[src/rtl/vic_init_sequencer.sv]
// Bring-up master: fills video RAM with {FILL_HI, addr[7:0]}, then copies a register image into the VIC.
// Latency: strobe starts the clock after start is seen in IDLE; FILL_LEN*HOLD_CYCLES + NUM_REGS*(1+HOLD_CYCLES) clocks total.
// Backpressure: none; start is only honoured in IDLE/DONE and ignored while busy. Optional IRQ ack via `VIC_IRQ_ACK_EN.
module vic_init_sequencer #(
    parameter int          NUM_REGS    = 47,
    parameter int          FILL_LEN    = 1000,
    parameter logic [3:0]  FILL_HI     = 4'h1,
    parameter int          HOLD_CYCLES = 8,
    parameter int          RAM_AW      = 12
) (
    input  logic              clk,
    input  logic              reset,
    input  logic              start,
    output logic              busy,
    output logic              done,
    output logic [RAM_AW-1:0] ram_addr,
    output logic [RAM_AW-1:0] ram_di,
    output logic              ram_we,
    output logic [5:0]        tab_addr,
    input  logic [7:0]        tab_data,
    output logic [5:0]        vic_ain,
    output logic [7:0]        vic_di,
    output logic              vic_cs,
    output logic              vic_we,
    input  logic              irq
);

`ifdef VIC_IRQ_ACK_EN
    typedef enum logic [2:0] {
        S_IDLE, S_FILL, S_FETCH, S_WRITE, S_DONE, S_IRQWAIT, S_IRQACK
    } state_t;
`else
    typedef enum logic [2:0] {
        S_IDLE, S_FILL, S_FETCH, S_WRITE, S_DONE
    } state_t;
`endif

    // Terminal counts; counters stop on these compares and never rely on wrap.
    localparam logic [7:0]        HOLD_LAST = 8'(HOLD_CYCLES - 1);
    localparam logic [RAM_AW-1:0] FILL_LAST = RAM_AW'(FILL_LEN - 1);
    localparam logic [5:0]        IDX_LAST  = 6'(NUM_REGS - 1);

    state_t              state, state_nxt;
    logic [7:0]          hold_cnt, hold_cnt_nxt;
    logic [RAM_AW-1:0]   addr_cnt, addr_cnt_nxt;
    logic [5:0]          idx, idx_nxt;

    logic                busy_nxt, done_nxt, ram_we_nxt, vic_cs_nxt;
    logic [RAM_AW-1:0]   ram_addr_nxt, ram_di_nxt;
    logic [5:0]          tab_addr_nxt, vic_ain_nxt;
    logic [7:0]          vic_di_nxt;

    // Fill word: colour nibble above the low address byte, zero-padded to the RAM width.
    function automatic logic [RAM_AW-1:0] fill_word(input logic [RAM_AW-1:0] a);
        logic [RAM_AW+11:0] w;
        w = {{RAM_AW{1'b0}}, FILL_HI, a[7:0]};
        return w[RAM_AW-1:0];
    endfunction

`ifndef VIC_IRQ_ACK_EN
    logic unused_irq;
    assign unused_irq = irq;
`endif

    // Next state, counters and next output values; outputs hold unless a state changes them.
    always_comb begin
        state_nxt    = state;
        hold_cnt_nxt = hold_cnt;
        addr_cnt_nxt = addr_cnt;
        idx_nxt      = idx;
        ram_addr_nxt = ram_addr;
        ram_di_nxt   = ram_di;
        ram_we_nxt   = 1'b0;
        tab_addr_nxt = tab_addr;
        vic_ain_nxt  = vic_ain;
        vic_di_nxt   = vic_di;
        vic_cs_nxt   = 1'b0;

        case (state)
            S_IDLE: begin
                // Table address parks at 0 so the synchronous ROM already presents entry 0.
                tab_addr_nxt = '0;
                if (start) begin
                    hold_cnt_nxt = '0;
                    addr_cnt_nxt = '0;
                    idx_nxt      = '0;
                    if (FILL_LEN == 0) begin
                        state_nxt = S_FETCH;
                    end else begin
                        state_nxt    = S_FILL;
                        ram_we_nxt   = 1'b1;
                        ram_addr_nxt = '0;
                        ram_di_nxt   = fill_word('0);
                    end
                end
            end

            S_FILL: begin
                ram_we_nxt = 1'b1;
                if (hold_cnt == HOLD_LAST) begin
                    hold_cnt_nxt = '0;
                    if (addr_cnt == FILL_LAST) begin
                        ram_we_nxt = 1'b0;
                        state_nxt  = S_FETCH;
                    end else begin
                        // Back-to-back words: the address steps on the hold boundary.
                        addr_cnt_nxt = addr_cnt + RAM_AW'(1);
                        ram_addr_nxt = addr_cnt + RAM_AW'(1);
                        ram_di_nxt   = fill_word(addr_cnt + RAM_AW'(1));
                    end
                end else begin
                    hold_cnt_nxt = hold_cnt + 8'd1;
                end
            end

            S_FETCH: begin
                // tab_addr has shown idx since the previous write, so tab_data is valid now.
                state_nxt    = S_WRITE;
                vic_cs_nxt   = 1'b1;
                vic_ain_nxt  = idx;
                vic_di_nxt   = tab_data;
                hold_cnt_nxt = '0;
                // Prefetch the next entry during this write; hold the last index at the end.
                tab_addr_nxt = (idx == IDX_LAST) ? idx : idx + 6'd1;
            end

            S_WRITE: begin
                vic_cs_nxt = 1'b1;
                if (hold_cnt == HOLD_LAST) begin
                    vic_cs_nxt   = 1'b0;
                    hold_cnt_nxt = '0;
                    if (idx == IDX_LAST) begin
`ifdef VIC_IRQ_ACK_EN
                        state_nxt = S_IRQWAIT;
`else
                        state_nxt = S_DONE;
`endif
                    end else begin
                        idx_nxt   = idx + 6'd1;
                        state_nxt = S_FETCH;
                    end
                end else begin
                    hold_cnt_nxt = hold_cnt + 8'd1;
                end
            end

`ifdef VIC_IRQ_ACK_EN
            S_IRQWAIT: begin
                if (irq) begin
                    state_nxt    = S_IRQACK;
                    vic_cs_nxt   = 1'b1;
                    vic_ain_nxt  = 6'h19;
                    vic_di_nxt   = 8'h01;
                    hold_cnt_nxt = '0;
                end
            end

            S_IRQACK: begin
                vic_cs_nxt = 1'b1;
                if (hold_cnt == HOLD_LAST) begin
                    vic_cs_nxt   = 1'b0;
                    hold_cnt_nxt = '0;
                    state_nxt    = S_DONE;
                end else begin
                    hold_cnt_nxt = hold_cnt + 8'd1;
                end
            end
`endif

            S_DONE: begin
                if (start) begin
                    state_nxt    = S_IDLE;
                    tab_addr_nxt = '0;
                end
            end

            default: begin
                state_nxt = S_IDLE;
            end
        endcase

        busy_nxt = (state_nxt != S_IDLE) && (state_nxt != S_DONE);
        done_nxt = (state_nxt == S_DONE);
    end

    // State, counters and registered outputs; reset drops every strobe immediately.
    always_ff @(posedge clk or posedge reset) begin
        if (reset) begin
            state    <= S_IDLE;
            hold_cnt <= '0;
            addr_cnt <= '0;
            idx      <= '0;
            busy     <= 1'b0;
            done     <= 1'b0;
            ram_addr <= '0;
            ram_di   <= '0;
            ram_we   <= 1'b0;
            tab_addr <= '0;
            vic_ain  <= '0;
            vic_di   <= '0;
            vic_cs   <= 1'b0;
            vic_we   <= 1'b0;
        end else begin
            state    <= state_nxt;
            hold_cnt <= hold_cnt_nxt;
            addr_cnt <= addr_cnt_nxt;
            idx      <= idx_nxt;
            busy     <= busy_nxt;
            done     <= done_nxt;
            ram_addr <= ram_addr_nxt;
            ram_di   <= ram_di_nxt;
            ram_we   <= ram_we_nxt;
            tab_addr <= tab_addr_nxt;
            vic_ain  <= vic_ain_nxt;
            vic_di   <= vic_di_nxt;
            vic_cs   <= vic_cs_nxt;
            vic_we   <= vic_cs_nxt;
        end
    end

endmodule

[config.mk]
export PLATFORM = sky130hd
export DESIGN_NAME = vic_init_sequencer
export DESIGN_NICKNAME = d
export VERILOG_FILES = /design/src/rtl/vic_init_sequencer.sv
export SDC_FILE = /design/constraint.sdc
export NUM_CORES = 1
export LEC_CHECK = 0
export ABC_AREA = 1
export BUFFER_PORTS_ARGS = -buffer_cell sky130_fd_sc_hd__buf_4
export CORE_MARGIN = 5
export CORE_UTILIZATION = 55
export CTS_CLUSTER_SIZE = 30
export DETAILED_ROUTE_END_ITERATION = 12
export GPL_TIMING_DRIVEN = 0
export PLACE_DENSITY = 0.81
export SLEW_MARGIN = 15
export SYNTH_ARGS = -nofsm -noshare
export SYNTH_HDL_FRONTEND = slang
export SYNTH_SLANG_ARGS = --single-unit
[constraint.sdc]
create_clock -name clk -period 4.1 [get_ports clk]
set_input_delay 0.82 -clock clk [delete_from_list [all_inputs] [get_ports clk]]
set_output_delay 0.82 -clock clk [all_outputs]
set_load 0.005 [all_outputs]
==> summary.txt <==
run status: finished clean
Layout Skew: 0.00728 ns
Max Fclk: 518 MHz
final setup fails: 0
Detailed Place HPWL: 4520 µm
most frequent CP cell: buf_4
P_sw: 0.000438 W
Nets: 440
routability cong.: 0.871
critical path's slowest cell: dfrtp_1
Residual DRC: 0
final slew viol count: 0
r2r setup slk: 2.33 ns
CP startpoint: addr_cnt[0]$_DFFE_PP0P_
internal power: 0.000934 W
buffers plus inverters on the worst setup path: 2
post-synthesis cell count: 358
Register Area: 1350 µm²
Leakage Power: 1.76 nW
Top delay family on crit path: flip-flops
full die area: 6670 µm²
total track usage: 0.200
Worst Path Arrival: 1.11 ns
min setup slack post-route: 2.17 ns
Die Wd: 81.6 µm
routed wire length per instance: 12.5 µm
worst r2r src: addr_cnt[0]$_DFFE_PP0P_
H-tree Lvls: 2
Die H: 81.6 µm
initial core utilization: 0.560
Layout fillers: 414
CTS sink count: 54
minimum clock period: 1.93 ns
crit path max fanout: 10
RSZ-0062 raised after global routing: false
Switching Share: 0.319
Worst setup SP type: flop
Clk Tree Root Cell: clkbuf_8
Max VDD drop: 0.232 mV
Critical Path RT: 3.28 ns
Initial DRC Count: 180
share of power burned in registers: 0.487
P&R area growth vs syn: 23.1%
maxcap violations: 0
number of CTS-inserted buffers: 5
layout cells sized above 1: 0.233
ANT nets after route: 0
register area share after synthesis: 0.479
Clock Pin Slew Worst Setup and Hold Paths: 0.10 ns
final hold vios: 0
IO Pins: 61
hold crit path type: flop to flop
worst-margin pin slew: 0.734 ns
first-pass GRT wire length: 10500 µm
routed vias/inst: 5.08
post_cts resized: 0
FF+latch count, synth: 54
num rows: 26
worst skew pair latency: 0.31 ns
Cell Chain, Critical Path: buf_4 > buf_4
largest net degree at the start of global routing: 35
final worst-path cycle share: 0.471
antenna violations before repair: 0
hold path startpoint: vic_di[2]$_DFFE_PP0P_
Antenna diodes: 0
Slew headroom: 0.510
vias in the first global route: 2409
Crit path largest cell delay: 0.50 ns
Fin Setup TNS: 0 ns
Pwr per Cell Area: 395 nW/µm²
synth warn: 0
Post-Syn Area: 2820 µm²
remaining global-route overflow: 0
Post-Route WL: 6180 µm
Synth Area per Inst: 7.88 µm²
Clock power frac: 0.260
Setup Fix Bufs, Post-CTS: 0
Max clock buf depth: 2
CORE AREA: 5040 µm²
CTS tree: done
I/O Buffers: 56
Multi-input gate area: 1200 µm²
crit end category: output pin
Setup WS pre-CTS: 2.33 ns
Yosys cell types: 28
drt first pass iters: 4
Comb pwr share: 0.253
Crit Path Category: flop to output pin
CTS Hold Bufs: 0
DR vias: 2516
==> final cells by class <==
class                           instances  area share
Sequential cell                        54       0.389
Multi-Input combinational cell        247       0.345
Timing Repair Buffer                   57       0.129
Inverter                               40      0.0439
Buffer                                 19      0.0367
Tap cell                               70      0.0252
Clock buffer                            6      0.0209
Clock inverter                          2      0.0108
==> through the flow <==
step	power, W	util	cells	hold WS [ns]	area (µm²)
2_1_floorplan	0.000902	-	360	0.463	2830
3_5_place_dp	0.00102	0.667	487	0.467	3370
5_1_grt	0.00146	0.689	495	0.507	3480
4_1_cts	0.00138	0.689	495	0.492	3480
6_report	0.00137	0.689	495	0.488	3480
3_3_place_gp	0.00100	0.662	486	0.459	3340
==> placed cells by master, fill, tap and decap left out, types with 2 or more instances in the layout <==
| master | instances |
|---|---|
| nand2_1 | 105 |
| buf_4 | 69 |
| dfrtp_1 | 54 |
| inv_1 | 34 |
| nor2_1 | 34 |
| nand3_1 | 31 |
| o21ai_0 | 18 |
| o21ai_1 | 8 |
| xor2_1 | 8 |
| nand4_1 | 7 |
| buf_2 | 6 |
| o22ai_1 | 6 |
| clkbuf_8 | 5 |
| inv_2 | 4 |
| a21oi_1 | 4 |
| nor3_1 | 4 |
| ha_1 | 4 |
| nand2_2 | 3 |
| nand3b_1 | 3 |
| conb_1 | 3 |
| nor2_2 | 2 |
| nor2_4 | 2 |
==> Yosys cell counts (all sizes together) <==
cell,number,area [µm²]
conb,1,3.75
buf,19,128
nor2,39,183
or2,1,6.26
a21oi,4,20.0
clkinv,1,3.75
nor3,4,20.0
o21ai,26,130
o22ai,6,37.5
nand2,108,413
xor2,8,70.1
nand4,7,43.8
o32ai,1,8.76
dfrtp,54,1350
ha,4,50.1
inv,39,149
nand3,33,183
nand3b,3,22.5
==> cells by family after synthesis <==
kind of cell | Yosys count | share of synthesized area
xor+xnor | 8 | 0.0248
simple gates | 195 | 0.309
fa+ha+maj | 4 | 0.0177
other cells | 1 | 0.00133
flops | 54 | 0.479
buf+inv | 59 | 0.0993
compound gates | 37 | 0.0696
==> power by group through the flow <==
stage	registers (W)	clock network, W	logic (W)
3_3_place_gp	0.000674	0	0.000330
6_report	0.000668	0.000356	0.000348
5_1_grt	0.000680	0.000384	0.000398
4_1_cts	0.000667	0.000360	0.000350
2_1_floorplan	0.000662	0	0.000240
3_5_place_dp	0.000677	0	0.000345
==> path summary, 6_finish.rpt <==
kind / end / cells after the start
min in group asynchronous: idx[0]$_DFFE_PP0P_ / 2
worst max-delay path: ram_di[0] / 2
worst min register to register: vic_di[2]$_DFFE_PP0P_ / 2
worst min-delay path: vic_di[2]$_DFFE_PP0P_ / 2
worst max register to register: addr_cnt[1]$_DFFE_PP0P_ / 9
max in group asynchronous: idx[3]$_DFFE_PP0P_ / 3
==> per-layer routing <==
metal	up-vias	global-route usage	routed length, µm
met1	1181	0.257	2740
li1	1256	-	-
met5	-	0	0
met2	68	0.340	3070
met3	11	0.0395	279
met4	0	0.0631	97
==> flip-flops by register name, summed over array words and instances (netlist names) <==
name	count
hold_cnt	8
addr_cnt	12
ram_we	1
vic_di	8
busy	1
ram_di	1
idx	6
state	3
tab_addr	6
vic_we	1
vic_ain	6
done	1
==> worst min-delay path: cells and delay by family (launching register included) <==
family / cells / cell delay (ns)
DFF: 1 / 0.36
and+or+nand+nor: 2 / 0.10
Note: power is estimated with default switching activity, not from simulation.
